**config.mk**
```make
export PLATFORM = sky130hd
export DESIGN_NAME = fb_fill
export DESIGN_NICKNAME = d
export VERILOG_FILES = /design/src/rtl/fb_fill.sv
export SDC_FILE = /design/constraint.sdc
export NUM_CORES = 1
export LEC_CHECK = 0
export ABC_AREA = 1
export CORE_UTILIZATION = 60
export DETAILED_ROUTE_END_ITERATION = 8
export DONT_BUFFER_PORTS = 1
export PLACE_DENSITY_LB_ADDON = 0.2
export SLEW_MARGIN = 20
export SYNTH_ARGS = -nofsm -noshare
export SYNTH_HDL_FRONTEND = slang
export SYNTH_SLANG_ARGS = --single-unit
export TNS_END_PERCENT = 20
```
**constraint.sdc**
```tcl
create_clock -name ACLK -period 12 [get_ports ACLK]
set_input_delay 1.8 -clock ACLK [delete_from_list [all_inputs] [get_ports ACLK]]
set_output_delay 1.8 -clock ACLK [all_outputs]
set_load 0.005 [all_outputs]
```
**src/rtl/fb_fill.sv**
```systemverilog
// Frame-buffer fill engine: writes a constant two-pixel word over a linear
// word range using AXI4 INCR write bursts, one burst outstanding at a time.
module fb_fill #(
   parameter int unsigned C_M_AXI_DATA_WIDTH = 32,
   parameter int unsigned C_MAX_BEATS        = 16
) (
   input  logic                              ACLK,
   input  logic                              ARESETN,
   input  logic [27:0]                       DRAWADDR,
   input  logic [19:0]                       DRAWLEN,
   input  logic [15:0]                       DRAWCOLOR,
   input  logic                              DRAWSTART,
   input  logic                              CLRDONE,
   output logic                              DRAWBUSY,
   output logic                              DRAWDONE,
   output logic                              DRAWERR,
   output logic                              M_AXI_AWID,
   output logic [31:0]                       M_AXI_AWADDR,
   output logic [7:0]                        M_AXI_AWLEN,
   output logic [2:0]                        M_AXI_AWSIZE,
   output logic [1:0]                        M_AXI_AWBURST,
   output logic                              M_AXI_AWLOCK,
   output logic [3:0]                        M_AXI_AWCACHE,
   output logic [2:0]                        M_AXI_AWPROT,
   output logic [3:0]                        M_AXI_AWQOS,
   output logic                              M_AXI_AWUSER,
   output logic                              M_AXI_AWVALID,
   input  logic                              M_AXI_AWREADY,
   output logic [C_M_AXI_DATA_WIDTH-1:0]     M_AXI_WDATA,
   output logic [C_M_AXI_DATA_WIDTH/8-1:0]   M_AXI_WSTRB,
   output logic                              M_AXI_WLAST,
   output logic                              M_AXI_WUSER,
   output logic                              M_AXI_WVALID,
   input  logic                              M_AXI_WREADY,
   input  logic                              M_AXI_BID,
   input  logic [1:0]                        M_AXI_BRESP,
   input  logic                              M_AXI_BUSER,
   input  logic                              M_AXI_BVALID,
   output logic                              M_AXI_BREADY
);

   localparam int unsigned LOG2   = $clog2(C_MAX_BEATS);
   localparam int unsigned BEAT_W = LOG2 + 1;

   typedef enum logic [1:0] {IDLE, ADDR, DATA, RESP} state_t;

   state_t              state_q, state_d;
   logic [27:0]         addr_q, addr_d;
   logic [19:0]         rem_q, rem_d;
   logic [15:0]         color_q, color_d;
   logic [BEAT_W-1:0]   beats_q, beats_d;
   logic [BEAT_W-1:0]   beat_cnt_q, beat_cnt_d;
   logic [BEAT_W-1:0]   room;
   logic [31:0]         awaddr_q, awaddr_d;
   logic [7:0]          awlen_q, awlen_d;
   logic                awvalid_q, awvalid_d;
   logic                wvalid_q, wvalid_d;
   logic                wlast_q, wlast_d;
   logic                bready_q, bready_d;
   logic                busy_q, busy_d;
   logic                done_q, done_d;
   logic                err_q, err_d;
   logic                last_burst;
   logic                unused_ok;

   assign unused_ok     = ^{M_AXI_BID, M_AXI_BUSER, DRAWADDR[1:0]};
   assign last_burst    = (rem_q == 20'(beats_q));

   // Fixed AXI attributes: 32-bit INCR bursts, full strobes
   assign M_AXI_AWID    = 1'b0;
   assign M_AXI_AWSIZE  = 3'b010;
   assign M_AXI_AWBURST = 2'b01;
   assign M_AXI_AWLOCK  = 1'b0;
   assign M_AXI_AWCACHE = 4'b0011;
   assign M_AXI_AWPROT  = 3'b000;
   assign M_AXI_AWQOS   = 4'b0000;
   assign M_AXI_AWUSER  = 1'b0;
   assign M_AXI_WUSER   = 1'b0;
   assign M_AXI_WSTRB   = '1;

   assign M_AXI_AWADDR  = awaddr_q;
   assign M_AXI_AWLEN   = awlen_q;
   assign M_AXI_AWVALID = awvalid_q;
   assign M_AXI_WDATA   = {color_q, color_q};
   assign M_AXI_WLAST   = wlast_q;
   assign M_AXI_WVALID  = wvalid_q;
   assign M_AXI_BREADY  = bready_q;
   assign DRAWBUSY      = busy_q;
   assign DRAWDONE      = done_q;
   assign DRAWERR       = err_q;

   // State register
   always_ff @(posedge ACLK or negedge ARESETN) begin
      if (!ARESETN) state_q <= IDLE;
      else          state_q <= state_d;
   end

   // Next-state logic; a busy IDLE only occurs for a zero-length fill
   always_comb begin
      state_d = state_q;
      case (state_q)
         IDLE: if (!busy_q && DRAWSTART && (DRAWLEN != 20'd0)) state_d = ADDR;
         ADDR: if (M_AXI_AWREADY) state_d = DATA;
         DATA: if (wvalid_q && M_AXI_WREADY && wlast_q) state_d = RESP;
         RESP: if (M_AXI_BVALID) state_d = last_burst ? IDLE : ADDR;
         default: state_d = IDLE;
      endcase
   end

   // Datapath and registered-output next values
   always_comb begin
      addr_d     = addr_q;
      rem_d      = rem_q;
      color_d    = color_q;
      beats_d    = beats_q;
      beat_cnt_d = beat_cnt_q;
      awaddr_d   = awaddr_q;
      awlen_d    = awlen_q;
      busy_d     = busy_q;
      done_d     = done_q;
      err_d      = err_q;

      if (CLRDONE) begin
         done_d = 1'b0;
         err_d  = 1'b0;
      end

      case (state_q)
         IDLE: begin
            if (busy_q) begin
               busy_d = 1'b0;
               done_d = 1'b1;
            end else if (DRAWSTART) begin
               addr_d  = {DRAWADDR[27:2], 2'b00};
               rem_d   = DRAWLEN;
               color_d = DRAWCOLOR;
               busy_d  = 1'b1;
               done_d  = 1'b0;
               err_d   = 1'b0;
            end
         end
         DATA: if (wvalid_q && M_AXI_WREADY) beat_cnt_d = beat_cnt_q + BEAT_W'(1);
         RESP: begin
            if (M_AXI_BVALID) begin
               if (M_AXI_BRESP != 2'b00) err_d = 1'b1;
               addr_d = addr_q + 28'({beats_q, 2'b00});
               rem_d  = rem_q - 20'(beats_q);
               if (last_burst) begin
                  busy_d = 1'b0;
                  done_d = 1'b1;
               end
            end
         end
         default: ;
      endcase

      // Burst size limited by distance to the next C_MAX_BEATS-word boundary
      room = BEAT_W'(C_MAX_BEATS) - BEAT_W'(addr_d[2 +: LOG2]);
      if ((state_d == ADDR) && (state_q != ADDR)) begin
         beats_d    = (rem_d < 20'(room)) ? BEAT_W'(rem_d) : room;
         beat_cnt_d = '0;
         awaddr_d   = {4'b0000, addr_d[27:2], 2'b00};
         awlen_d    = 8'(beats_d - BEAT_W'(1));
      end

      awvalid_d = (state_d == ADDR);
      wvalid_d  = (state_d == DATA);
      wlast_d   = (state_d == DATA) && (beat_cnt_d == (beats_d - BEAT_W'(1)));
      bready_d  = (state_d == RESP);
   end

   // Datapath and output registers
   always_ff @(posedge ACLK or negedge ARESETN) begin
      if (!ARESETN) begin
         addr_q     <= '0;
         rem_q      <= '0;
         color_q    <= '0;
         beats_q    <= '0;
         beat_cnt_q <= '0;
         awaddr_q   <= '0;
         awlen_q    <= '0;
         awvalid_q  <= 1'b0;
         wvalid_q   <= 1'b0;
         wlast_q    <= 1'b0;
         bready_q   <= 1'b0;
         busy_q     <= 1'b0;
         done_q     <= 1'b0;
         err_q      <= 1'b0;
      end else begin
         addr_q     <= addr_d;
         rem_q      <= rem_d;
         color_q    <= color_d;
         beats_q    <= beats_d;
         beat_cnt_q <= beat_cnt_d;
         awaddr_q   <= awaddr_d;
         awlen_q    <= awlen_d;
         awvalid_q  <= awvalid_d;
         wvalid_q   <= wvalid_d;
         wlast_q    <= wlast_d;
         bready_q   <= bready_d;
         busy_q     <= busy_d;
         done_q     <= done_d;
         err_q      <= err_d;
      end
   end

endmodule

```
## Yosys cells after proc, flatten, opt, wreduce, memory -nomap -nowiden

Index checks and enable logic that the tools add are counted.

- Register bits: 117
- Logic and storage cells: 87
- Output and inout bits: 103
- Input port bits: 75

- $add $sub $neg: 6
- Reduce and logical (&&, ||, !) cells: 14
- Bitwise gates (word level): 1
- Magnitude comparators: 1
- Eq/ne operators: 13
- Muxes and demuxes: 36

Operators by type and width:

| operator | number |
|---|---|
| two-way mux 28 bit | 3 |
| two-way mux 20 bit | 3 |
| one-hot mux 28 bit (2 select lines) | 1 |
| one-hot mux 20 bit (2 select lines) | 1 |
| adder 28 x 7 -> 28 bit | 1 |
| two-way mux 5 bit | 5 |
| equality test 20 x 5 -> 1 bit | 1 |
| less-than comparator 20 x 5 -> 1 bit | 1 |
| nonzero test 20 bit | 1 |
| subtractor 20 x 5 -> 20 bit | 1 |
| two-way mux 1 bit | 15 |
| equality test 2 bit (second input constant) | 4 |
| two-way mux 2 bit | 4 |
| inequality test 2 bit (second input constant) | 4 |
| one-hot mux 2 bit (4 select lines) | 1 |
| logical AND 1 bit | 6 |
| one-hot mux 1 bit (2 select lines) | 3 |
| AND reduction 3 bit | 2 |
| subtractor 5 x 1 -> 6 bit (second input constant) | 1 |
| adder 5 x 1 -> 5 bit (second input constant) | 1 |
| equality test 5 bit | 1 |
| subtractor 5 x 1 -> 5 bit (second input constant) | 1 |
| subtractor 5 x 4 -> 5 bit (first input constant) | 1 |
| equality test 2 x 1 -> 1 bit (second input constant) | 2 |
| 6 further kinds | 7 |

## Depth between registers and ports, before layout

Gate-level depths: netlist of the first run.

- Word-level depth: 11
- Gate-level depth with buffers: 32
- Mapped depth without buffers: 31

## Worst setup path before layout of the first run

Ideal clock, no wire load.

- Path kind: in2reg
- Start point: input port M_AXI_BVALID
- End point: register wlast_q (netlist: M_AXI_WLAST)
- Cell stages on the path: 28
- Arrival: 4.682 ns
- Library setup time: 0.114 ns
- Path buffers: 1
- Path slack: 7.203 ns
- Data required time: 11.886 ns
- Cell sequence: buf_4 -> inv_4 -> nand2_2 -> nand3_4 -> nand2_1 -> o211ai_1 -> inv_1 -> ha_1 -> xnor2_1 -> ha_1 -> nand2_1 -> inv_1 -> nand2_1 -> nand2_1 -> nand2_2 -> nand2_1 -> nor2_2 -> nand3_1 -> nand3_2 -> nand2_4 -> ha_1 -> or2_0 -> nand3_1 -> nor2_1 -> nand2_1 -> nor2_1 -> nand2_1 -> nor2_1

- Cells in the longest elaborated chain, start to end: 9
- Elaborated cells on any way between the ends: 17
- Those cells by class: 2 x add/sub; 1 x order compare; 3 x eq/ne; 9 x mux; 2 x reduce/logical

Ends and longest elaborated chain:

| item | RTL line | RTL |
|---|---|---|
| start, declared | 38 | `input logic M_AXI_BVALID,` |
| two-way mux 28 bit (*) | 144 | `if (M_AXI_BVALID) begin` |
| one-hot mux 28 bit (2 select lines) (*) | 128 | `case (state_q)` |
| via addr_d[3] | 48 | `logic [27:0] addr_q, addr_d;` |
| subtractor 5 x 4 -> 5 bit (*) | 158 | `room = BEAT_W'(C_MAX_BEATS) - BEAT_W'(addr_d[2 +: LOG2]);` |
| less-than comparator 20 x 5 -> 1 bit | 160 | `beats_d = (rem_d < 20'(room)) ? BEAT_W'(rem_d) : room;` |
| two-way mux 5 bit (*) | 160 |  |
| two-way mux 5 bit (*) | 159 | `if ((state_d == ADDR) && (state_q != ADDR)) begin` |
| subtractor 5 x 1 -> 5 bit (*) | 168 | `wlast_d = (state_d == DATA) && (beat_cnt_d == (beats_d - BEAT_W'(1)));` |
| equality test 5 bit (*) | 168 |  |
| logical AND 1 bit (*) | 168 |  |
| via wlast_d | 58 | `logic wlast_q, wlast_d;` |
| end signal, assigned | 199 | `wlast_q <= wlast_d;` |
| end, declared | 58 |  |

Mark *: on every way through the listed nets, which the timed path passes. The rest lies on a longest branch. The select of a mux whose other input is x is not followed.
A chain may end at the register's enable or synchronous reset.

## Worst setup path in the final report of the first run

- Start point: input port DRAWSTART
- End point: register wlast_q (netlist: M_AXI_WLAST)

- Cells in the longest elaborated chain, start to end: 10
- Elaborated cells on any way between the ends: 21
- Those cells by class: 2 x add/sub; 1 x order compare; 3 x eq/ne; 11 x mux; 4 x reduce/logical

Ends and longest elaborated chain:

| item | RTL line | RTL |
|---|---|---|
| start, declared | 12 | `input logic DRAWSTART,` |
| two-way mux 28 bit (*) | 133 | `end else if (DRAWSTART) begin` |
| two-way mux 28 bit (*) | 130 | `if (busy_q) begin` |
| one-hot mux 28 bit (2 select lines) (*) | 128 |  |
| via addr_d[3] | 48 |  |
| subtractor 5 x 4 -> 5 bit (*) | 158 |  |
| less-than comparator 20 x 5 -> 1 bit | 160 |  |
| two-way mux 5 bit (*) | 160 |  |
| two-way mux 5 bit (*) | 159 |  |
| subtractor 5 x 1 -> 5 bit (*) | 168 |  |
| equality test 5 bit (*) | 168 |  |
| logical AND 1 bit (*) | 168 |  |
| via wlast_d | 58 |  |

Marked as above.

==> results.sh, run 1 <==
export IMPL_finalCritPeriodShare_pct=42.8
export IMPL_synthCells=1031
export IMPL_synth_edff_count=0
export IMPL_slowest_delay_ns=0.40
export IMPL_cts_buffers=17
export IMPL_holdPathStages=2
export IMPL_critPathSlowestCell="nor2_4"
export IMPL_clock_skew_ns=0.00758
export IMPL_port_buffers=0
export IMPL_num_vias=6635
export IMPL_maxCapViolCount=0
export IMPL_drt_pass1_iter_count=6
export IMPL_syn2layout_area_growth_pct=6.20
export IMPL_drive_above_1_share_pct=9.80
export IMPL_grt_ovfl_total=0
export IMPL_pre_cts_slack_ns=6.50
export IMPL_die_height_um=114
export IMPL_via_per_inst=5.59
export IMPL_synth_avg_cell_area_um2=7.34
export IMPL_gp_congestion=0.886
export IMPL_core_um2=12200
export IMPL_drt_iter0_drc=640
export IMPL_syn_cell_area_um2=7570
export IMPL_htreeDepth=4
export IMPL_grt_use_total_pct=30.9
export IMPL_clkSinkCount=113
export IMPL_critPathBufInv=3
export IMPL_rr_endpoint="M_AXI_WLAST"
export IMPL_timing_rr_start="state_q[0]"
export IMPL_n_fill_cell=1088
export IMPL_ys_flop_type="dfrtp_1"
export IMPL_start_util_pct=62.3
export IMPL_max_slew_margin_pct=49.9
export IMPL_grt_max_degree=114
export IMPL_async_reset_ff_share_pct=100
export IMPL_crit_type="primary input to flip-flop"
export IMPL_die_area_um2=13100
export IMPL_worst_setup_path_end_kind="flip-flop"
export IMPL_total_power_mw=2.80
export IMPL_nets=1106
export IMPL_die_width_um=114
export IMPL_antenna_cells=0
export IMPL_outcome="finished, final reports clean"
export IMPL_cp_required_ns=12.35
export IMPL_placed_area_um2=7420
export IMPL_setup_worst_path_start="DRAWSTART"
export IMPL_min_from="M_AXI_AWADDR[26]"
export IMPL_dp_hpwl_um=13800
export IMPL_power_density_nw_per_um2=348
export IMPL_grt_pass1_wl_um=30800
export IMPL_ff2ff_setup_slack_ns=7.15
export IMPL_period_needed_ns=5.14
export IMPL_postCtsResizedCells=0
export IMPL_p_leak_nw=4.14
export IMPL_wire_per_inst_um=16.3
export IMPL_grt_antenna_before_repair=0
export IMPL_crit_fanout=18
export IMPL_seq_area_frac_synth_pct=37.3
export IMPL_reg2regPathDepth=26
export IMPL_cts_setup_buffers=0
export IMPL_drc=0
export IMPL_yosysWarnings=0
export IMPL_clk_path_buf_depth=2
export IMPL_root_buffer="clkbuf_16"
export IMPL_critPathLaunchType="primary input"
export IMPL_fin_area_um2=8040
export IMPL_cts_tree="built"
export IMPL_final_hold_viol_count=0
export IMPL_cts_hold_fix_buffers=0
export IMPL_timing_final_ws_setup_ns=6.86
export IMPL_max_vdd_ir_drop_uv=228
export IMPL_pin_count=178
export IMPL_finalSetupTns_ns=0
export IMPL_rows=40
export IMPL_crit_arrival_ns=5.49
export IMPL_tightest_slew_ns=0.751
export IMPL_maxSlewViolCount=0
export IMPL_fmax_mhz=195
export IMPL_setup_viol=0
export IMPL_clkTransAtPathRegs_ns=0.06
export IMPL_synth_seq_cells=113
export IMPL_grt_pass1_vias=6125
export IMPL_hold_end="M_AXI_AWADDR[26]"
export IMPL_insertion_delay_ns=0.42
export IMPL_wirelength_um=19400
export IMPL_hold_path_class="flip-flop to flip-flop"
export IMPL_synth_cell_types=55
export IMPL_crit_family="simple AND/OR/NAND/NOR gates"
export IMPL_rsz0062_at_grt="no"
export IMPL_fin_util_pct=66.1
export IMPL_ant_nets=0
export IMPL_critPathMostFrequentCell="nand2_1"
==> worst reg2reg max path: stages, from the launching register on <==
cell,delay [ns]
dfrtp_1,0.46
inv_1,0.12
ha_2,0.36
buf_4,0.60
nor2_4,0.25
nand2_1,0.12
o21ai_0,0.10
a21oi_2,0.25
nand3_1,0.15
xnor2_1,0.25
ha_1,0.29
a21oi_1,0.15
nand2_1,0.08
nand2_2,0.08
nand2_1,0.06
nor2_2,0.15
nand3_1,0.16
nand3_2,0.17
nand2_4,0.08
ha_1,0.30
or2_0,0.11
nand3_1,0.06
nor2_1,0.11
nand2_1,0.05
nor2_1,0.10
nand2_1,0.07
nor2_1,0.10
==> registers in the layout, indices dropped and copies added, names as in the netlist <==
register and flops:
state_q 2, color_q 16, DRAWBUSY 1, M_AXI_BREADY 1, M_AXI_WVALID 1, DRAWERR 1
M_AXI_AWLEN 6, M_AXI_AWADDR 26, DRAWDONE 1, rem_q 20, beats_q 5, M_AXI_WLAST 1
beat_cnt_q 5, M_AXI_AWVALID 1, addr_q 26
==> synthesized netlist by cell type (all sizes together), types with 3 or more instances <==
library cell / n / area, µm²
ha: 22 / 275
a21boi: 3 / 22.5
xnor2: 3 / 26.3
inv: 126 / 480
nand4: 12 / 75.1
o21bai: 4 / 33.8
nor3: 10 / 66.3
a31oi: 5 / 31.3
o211ai: 5 / 37.5
o21ai: 41 / 216
a21oi: 17 / 92.6
dfrtp: 113 / 2830
nor4: 7 / 43.8
buf: 60 / 440
a221oi: 18 / 170
clkbuf: 15 / 56.3
nor2: 87 / 419
or2: 3 / 18.8
nand2: 354 / 1390
xor2: 9 / 78.8
nand3: 72 / 403
a22oi: 17 / 128
a211oi: 10 / 75.1
==> power breakdown <==
| part | leakage (nW) | internal, mW | total, mW | switching (mW) |
|---|---|---|---|---|
| Sequential | 1.43 | 0.558 | 0.716 | 0.158 |
| Combinational | 2.41 | 0.511 | 1.56 | 1.05 |
| Clock | 0.294 | 0.335 | 0.526 | 0.191 |
| Total | 4.14 | 1.40 | 2.80 | 1.40 |
==> logic make-up (layout without fill, tap and decap cells) <==
kind of cell | after synthesis | in the layout | synth area share (%)
adder cells (fa/ha/maj) | 24 | 24 | 4.16
buffers and inverters | 201 | 162 | 12.9
AND/OR/NAND/NOR | 547 | 547 | 32.1
flip-flops | 113 | 113 | 37.3
other | 2 | 30 | 0.0992
AO/OA/AOI/OAI | 132 | 132 | 12.0
XOR/XNOR | 12 | 12 | 1.39
==> layer usage <==
metal / up-vias / wire, µm / track usage (%)
li1: 3220 / - / -
met1: 3037 / 8400 / 42.1
met2: 353 / 8720 / 46.9
met3: 25 / 1960 / 9.79
met4: 0 / 303 / 9.35
met5: - / 0 / 0
==> layout make-up <==
cell class | count | area (µm²) | share of cell area, %
inverter | 126 | 480 | 5.98
clock inverter | 14 | 179 | 2.23
sequential | 113 | 2830 | 35.2
tap | 168 | 210 | 2.61
timing repair buffer | 4 | 30.0 | 0.373
multi-input combinational | 745 | 3870 | 48.2
clock buffer | 18 | 439 | 5.46
==> worst max-delay path by stage <==
stage	endpoint	slack [ns]	cells past startpoint
after global placement	M_AXI_WLAST	6.54	28
after global routing	M_AXI_WLAST	6.41	28
after detailed placement	M_AXI_WLAST	6.50	28
final	M_AXI_WLAST	6.86	28
after CTS	M_AXI_WLAST	6.90	28
after floorplan	M_AXI_WLAST	7.20	28
==> through the flow <==
step | hold WS [ns] | std cells
floorplan | 0.465 | 1059
global placement | 0.488 | 1156
detailed placement | 0.493 | 1156
CTS | 0.511 | 1188
global route | 0.521 | 1188
finish | 0.506 | 1188
==> cells in the final DEF, fill, tap and decap left out, types with 5 or more instances in the layout <==
cell,n
a211oi_1,10
o211ai_1,5
a22oi_1,17
nor2_4,5
nand4_1,12
nand2_4,5
nor2_1,71
a21oi_1,15
dfrtp_1,113
nand3_2,6
inv_2,11
a221oi_1,16
ha_1,21
nand2_1,340
nand2_2,9
clkbuf_16,17
nor4_1,7
nor2_2,9
o21ai_0,34
xor2_1,9
a31oi_1,5
nor3_1,8
conb_1,30
inv_1,112
nand3_1,65
Power figures use the tool's default switching activity.
==> run 2, diff against run 1 <==
==> constraint.sdc (replaced) <==
create_clock -name ACLK -period 5.2 [get_ports ACLK]
set_input_delay 0.78 -clock ACLK [delete_from_list [all_inputs] [get_ports ACLK]]
set_output_delay 0.78 -clock ACLK [all_outputs]
set_load 0.005 [all_outputs]
==> results.sh, run 2 (synthesized netlist as in run 1, its figures left out) <==
export IMPL_outcome="finished, final reports clean"
export IMPL_htreeDepth=4
export IMPL_insertion_delay_ns=0.42
export IMPL_fin_util_pct=66.4
export IMPL_antenna_cells=0
export IMPL_pin_count=178
export IMPL_period_needed_ns=4.54
export IMPL_finalSetupTns_ns=0
export IMPL_die_area_um2=13100
export IMPL_grt_pass1_vias=6265
export IMPL_drive_above_1_share_pct=9.50
export IMPL_dp_hpwl_um=14000
export IMPL_start_util_pct=62.3
export IMPL_crit_arrival_ns=4.88
export IMPL_placed_cells=1157
export IMPL_final_common_cell="nand2_1"
export IMPL_grt_ovfl_total=0
export IMPL_clkSinkCount=113
export IMPL_die_height_um=114
export IMPL_gp_congestion=0.928
export IMPL_tightest_slew_ns=0.688
export IMPL_port_buffers=0
export IMPL_grt_use_total_pct=31.4
export IMPL_cts_buffers=17
export IMPL_final_cell_mix="340 x nand2_1, 113 x dfrtp_1, 112 x inv_1"
export IMPL_placed_area_um2=7430
export IMPL_power_density_nw_per_um2=809
export IMPL_cts_setup_buffers=0
export IMPL_critPathMostFrequentCell="nand2_1"
export IMPL_p_leak_nw=4.16
export IMPL_max_vdd_ir_drop_uv=483
export IMPL_ant_nets=0
export IMPL_fin_area_um2=8080
export IMPL_grt_antenna_before_repair=0
export IMPL_worst_setup_path_end_kind="flip-flop"
export IMPL_finalCritPeriodShare_pct=87.2
export IMPL_fmax_mhz=220
export IMPL_rows=40
export IMPL_max_slew_margin_pct=54.1
export IMPL_num_vias=6547
export IMPL_critPathLaunchType="flip-flop"
export IMPL_core_um2=12200
export IMPL_clock_skew_ns=0.0251
export IMPL_crit_type="flip-flop to flip-flop"
export IMPL_nets=1107
export IMPL_clkTransAtPathRegs_ns=0.06
export IMPL_drt_iter0_drc=588
export IMPL_wirelength_um=19600
export IMPL_cts_tree="built"
export IMPL_maxCapViolCount=0
export IMPL_maxSlewViolCount=0
export IMPL_critPathSlowestCell="ha_1"
export IMPL_slowest_delay_ns=0.64
export IMPL_setup_viol=0
export IMPL_pre_cts_slack_ns=0.760
export IMPL_drt_pass1_iter_count=5
export IMPL_postCtsResizedCells=0
export IMPL_syn2layout_area_growth_pct=6.68
export IMPL_final_hold_viol_count=0
export IMPL_hold_path_class="primary input to async pin"
export IMPL_wire_per_inst_um=16.5
export IMPL_drc=0
export IMPL_via_per_inst=5.51
export IMPL_final_cells=1189
export IMPL_cts_hold_fix_buffers=0
export IMPL_cp_required_ns=5.54
export IMPL_timing_final_ws_setup_ns=0.664
export IMPL_die_width_um=114
export IMPL_crit_fanout=15
export IMPL_root_buffer="clkbuf_16"
export IMPL_grt_pass1_wl_um=31400
export IMPL_grt_max_degree=114
export IMPL_clk_path_buf_depth=2
export IMPL_rsz0062_at_grt="no"
run 2: where the power goes:
part	internal [mW]	switching, mW	leakage [nW]
Clock	0.875	0.405	0.308
Sequential	1.29	0.365	1.43
Combinational	1.19	2.41	2.42
run 2: path summary, 6_finish.rpt:
kind                                  start          endpoint  slack, ns  cells after the start
setup / recovery                 state_q[0]       M_AXI_WLAST       0.66                     27
hold / removal                      ARESETN          rem_q[5]       0.07                      0
setup reg to reg                 state_q[0]       M_AXI_WLAST       0.66                     27
hold reg to reg            M_AXI_AWADDR[26]  M_AXI_AWADDR[26]       0.50                      2
max in group asynchronous           ARESETN          rem_q[6]       4.96                      0
min in group ACLK             DRAWCOLOR[14]       color_q[14]       0.47                      2
run 2: cell type report:
| class | instances | area (µm²) |
|---|---|---|
| multi-input cells | 745 | 3870 |
| clock buffers | 23 | 468 |
| well taps | 168 | 210 |
| clock inverters | 9 | 179 |
| fillers | 1047 | 4090 |
| repair buffers | 5 | 37.5 |
| inverters | 126 | 480 |
| flip-flops and latches | 113 | 2830 |
run 2: metal layers:
| layer | global-route usage, % | part of all wire [%] | vias up | wire [µm] |
|---|---|---|---|---|
| met5 | 0 | 0 | - | 0 |
| met3 | 9.63 | 9.0 | 34 | 1750 |
| met1 | 42.1 | 44 | 3000 | 8650 |
| li1 | - | - | 3218 | - |
| met4 | 12.5 | 2.3 | 0 | 457 |
| met2 | 47.7 | 44 | 295 | 8710 |
run 2: stage by stage:
| stage | hold slack [ns] | power [mW] |
|---|---|---|
| final | 0.0655 | 6.53 |
| after global routing | 0.0434 | 7.11 |
| after CTS | 0.0492 | 6.50 |
| after detailed placement | 0.488 | 5.19 |
| after global placement | 0.488 | 5.12 |
| after floorplan | 0.465 | 4.49 |
run 2: critical path, delay by kind of cell (launching register included):
kind	cells	cell delay, ns
buffers and inverters	3	0.23
XOR/XNOR	1	0.28
AO/OA/AOI/OAI	1	0.22
flip-flops	1	0.44
adder cells (fa/ha/maj)	4	1.46
AND/OR/NAND/NOR	18	1.86
==> run 3, diff against run 2 <==
--- a/config.mk
+++ b/config.mk
@@ -6,6 +6,7 @@
 export NUM_CORES = 1
 export LEC_CHECK = 0
 export ABC_AREA = 1
+export CORE_MARGIN = 5
 export CORE_UTILIZATION = 60
 export DETAILED_ROUTE_END_ITERATION = 8
 export DONT_BUFFER_PORTS = 1
==> results.sh, run 3 (synthesized netlist as in run 1, its figures left out) <==
export IMPL_insertion_delay_ns=0.43
export IMPL_port_buffers=0
export IMPL_drive_above_1_share_pct=9.89
export IMPL_dp_hpwl_um=14600
export IMPL_timing_final_ws_setup_ns=0.612
export IMPL_fmax_mhz=218
export IMPL_cts_buffers=17
export IMPL_max_slew_margin_pct=48.1
export IMPL_core_um2=12500
export IMPL_die_area_um2=15000
export IMPL_clkTransAtPathRegs_ns=0.06
export IMPL_ff2ff_setup_slack_ns=0.61
export IMPL_grt_pass1_vias=5983
export IMPL_crit_type="flip-flop to flip-flop"
export IMPL_pin_count=178
export IMPL_die_height_um=122
export IMPL_rsz0062_at_grt="no"
export IMPL_clk_path_buf_depth=2
export IMPL_placed_cells=1161
export IMPL_cp_required_ns=5.57
export IMPL_maxSlewViolCount=0
export IMPL_setup_viol=0
export IMPL_postCtsResizedCells=0
export IMPL_final_common_cell="nand2_1"
export IMPL_p_leak_nw=4.12
export IMPL_ant_nets=0
export IMPL_gp_congestion=0.937
export IMPL_cts_hold_fix_buffers=0
export IMPL_htreeDepth=4
export IMPL_final_cells=1193
export IMPL_grt_use_total_pct=26.8
export IMPL_hold_path_class="primary input to async pin"
export IMPL_grt_max_degree=114
export IMPL_rows=41
export IMPL_syn2layout_area_growth_pct=5.80
export IMPL_num_vias=6585
export IMPL_crit_fanout=24
export IMPL_cts_tree="built"
export IMPL_via_per_inst=5.52
export IMPL_maxCapViolCount=0
export IMPL_final_cell_mix="340 x nand2_1, 113 x dfrtp_1, 112 x inv_1"
export IMPL_drt_iter0_drc=551
export IMPL_power_density_nw_per_um2=799
export IMPL_wire_per_inst_um=16.8
export IMPL_drc=0
export IMPL_grt_ovfl_total=0
export IMPL_slowest_delay_ns=0.73
export IMPL_rr_endpoint="M_AXI_WLAST"
export IMPL_outcome="finished, final reports clean"
export IMPL_max_vdd_ir_drop_uv=483
export IMPL_clock_skew_ns=0.00657
export IMPL_clkSinkCount=113
export IMPL_finalSetupTns_ns=0
export IMPL_drt_pass1_iter_count=7
export IMPL_critPathLaunchType="flip-flop"
export IMPL_start_util_pct=60.5
export IMPL_crit_family="simple AND/OR/NAND/NOR gates"
export IMPL_tightest_slew_ns=0.777
export IMPL_crit_arrival_ns=4.96
export IMPL_root_buffer="clkbuf_16"
export IMPL_final_hold_viol_count=0
export IMPL_timing_rr_start="state_q[0]"
export IMPL_nets=1107
export IMPL_critPathMostFrequentCell="nand2_1"
export IMPL_pre_cts_slack_ns=0.691
export IMPL_reg2regPathDepth=27
export IMPL_period_needed_ns=4.59
export IMPL_cts_setup_buffers=0
export IMPL_critPathSlowestCell="ha_2"
export IMPL_antenna_cells=0
export IMPL_die_width_um=122
export IMPL_grt_antenna_before_repair=0
export IMPL_grt_pass1_wl_um=30700
export IMPL_critPathBufInv=3
export IMPL_wirelength_um=20000
export IMPL_worst_setup_path_end_kind="flip-flop"
export IMPL_finalCritPeriodShare_pct=88.2
==> run 3: worst max path at each step <==
stage | startpoint | end | slack, ns | depth (start not counted)
after floorplan | state_q[0] | M_AXI_WLAST | 1.35 | 30
after global placement | state_q[0] | M_AXI_WLAST | 0.76 | 29
after detailed placement | state_q[0] | M_AXI_WLAST | 0.69 | 27
after CTS | state_q[0] | M_AXI_WLAST | 0.63 | 27
after global routing | state_q[0] | M_AXI_WLAST | 0.16 | 29
final | state_q[0] | M_AXI_WLAST | 0.61 | 27
==> run 3: where the power goes <==
group | total (mW) | leakage (nW) | switching [mW] | internal (mW)
clock network | 1.15 | 0.276 | 0.475 | 0.670
registers | 1.65 | 1.43 | 0.363 | 1.29
logic | 3.61 | 2.42 | 2.42 | 1.18
==> run 3: metrics by stage <==
step / cell area, µm² / util [%] / power (mW) / hold slack [ns]
floorplan: 7680 / - / 4.49 / 0.465
global placement: 7430 / 59.4 / 5.15 / 0.488
detailed placement: 7430 / 59.4 / 5.21 / 0.488
CTS: 8010 / 64.0 / 6.39 / 0.0328
global route: 8010 / 64.0 / 6.97 / 0.0338
finish: 8010 / 64.0 / 6.40 / 0.0464
==> run 3: metal layers <==
metal | routed length (µm) | vias to the layer above | GRT usage [%]
met5 | 0 | - | 0
met4 | 415 | 0 | 10.2
met3 | 1920 | 37 | 8.20
met2 | 8830 | 274 | 40.2
met1 | 8840 | 3052 | 36.7
li1 | - | 3222 | -
==> run 3: layout make-up <==
cell class / instances / area (µm²)
well taps: 172 / 215
clock buffers: 17 / 425
fillers: 1144 / 4510
repair buffers: 5 / 37.5
inverters: 126 / 480
clock inverters: 15 / 150
flip-flops and latches: 113 / 2830
multi-input cells: 745 / 3870
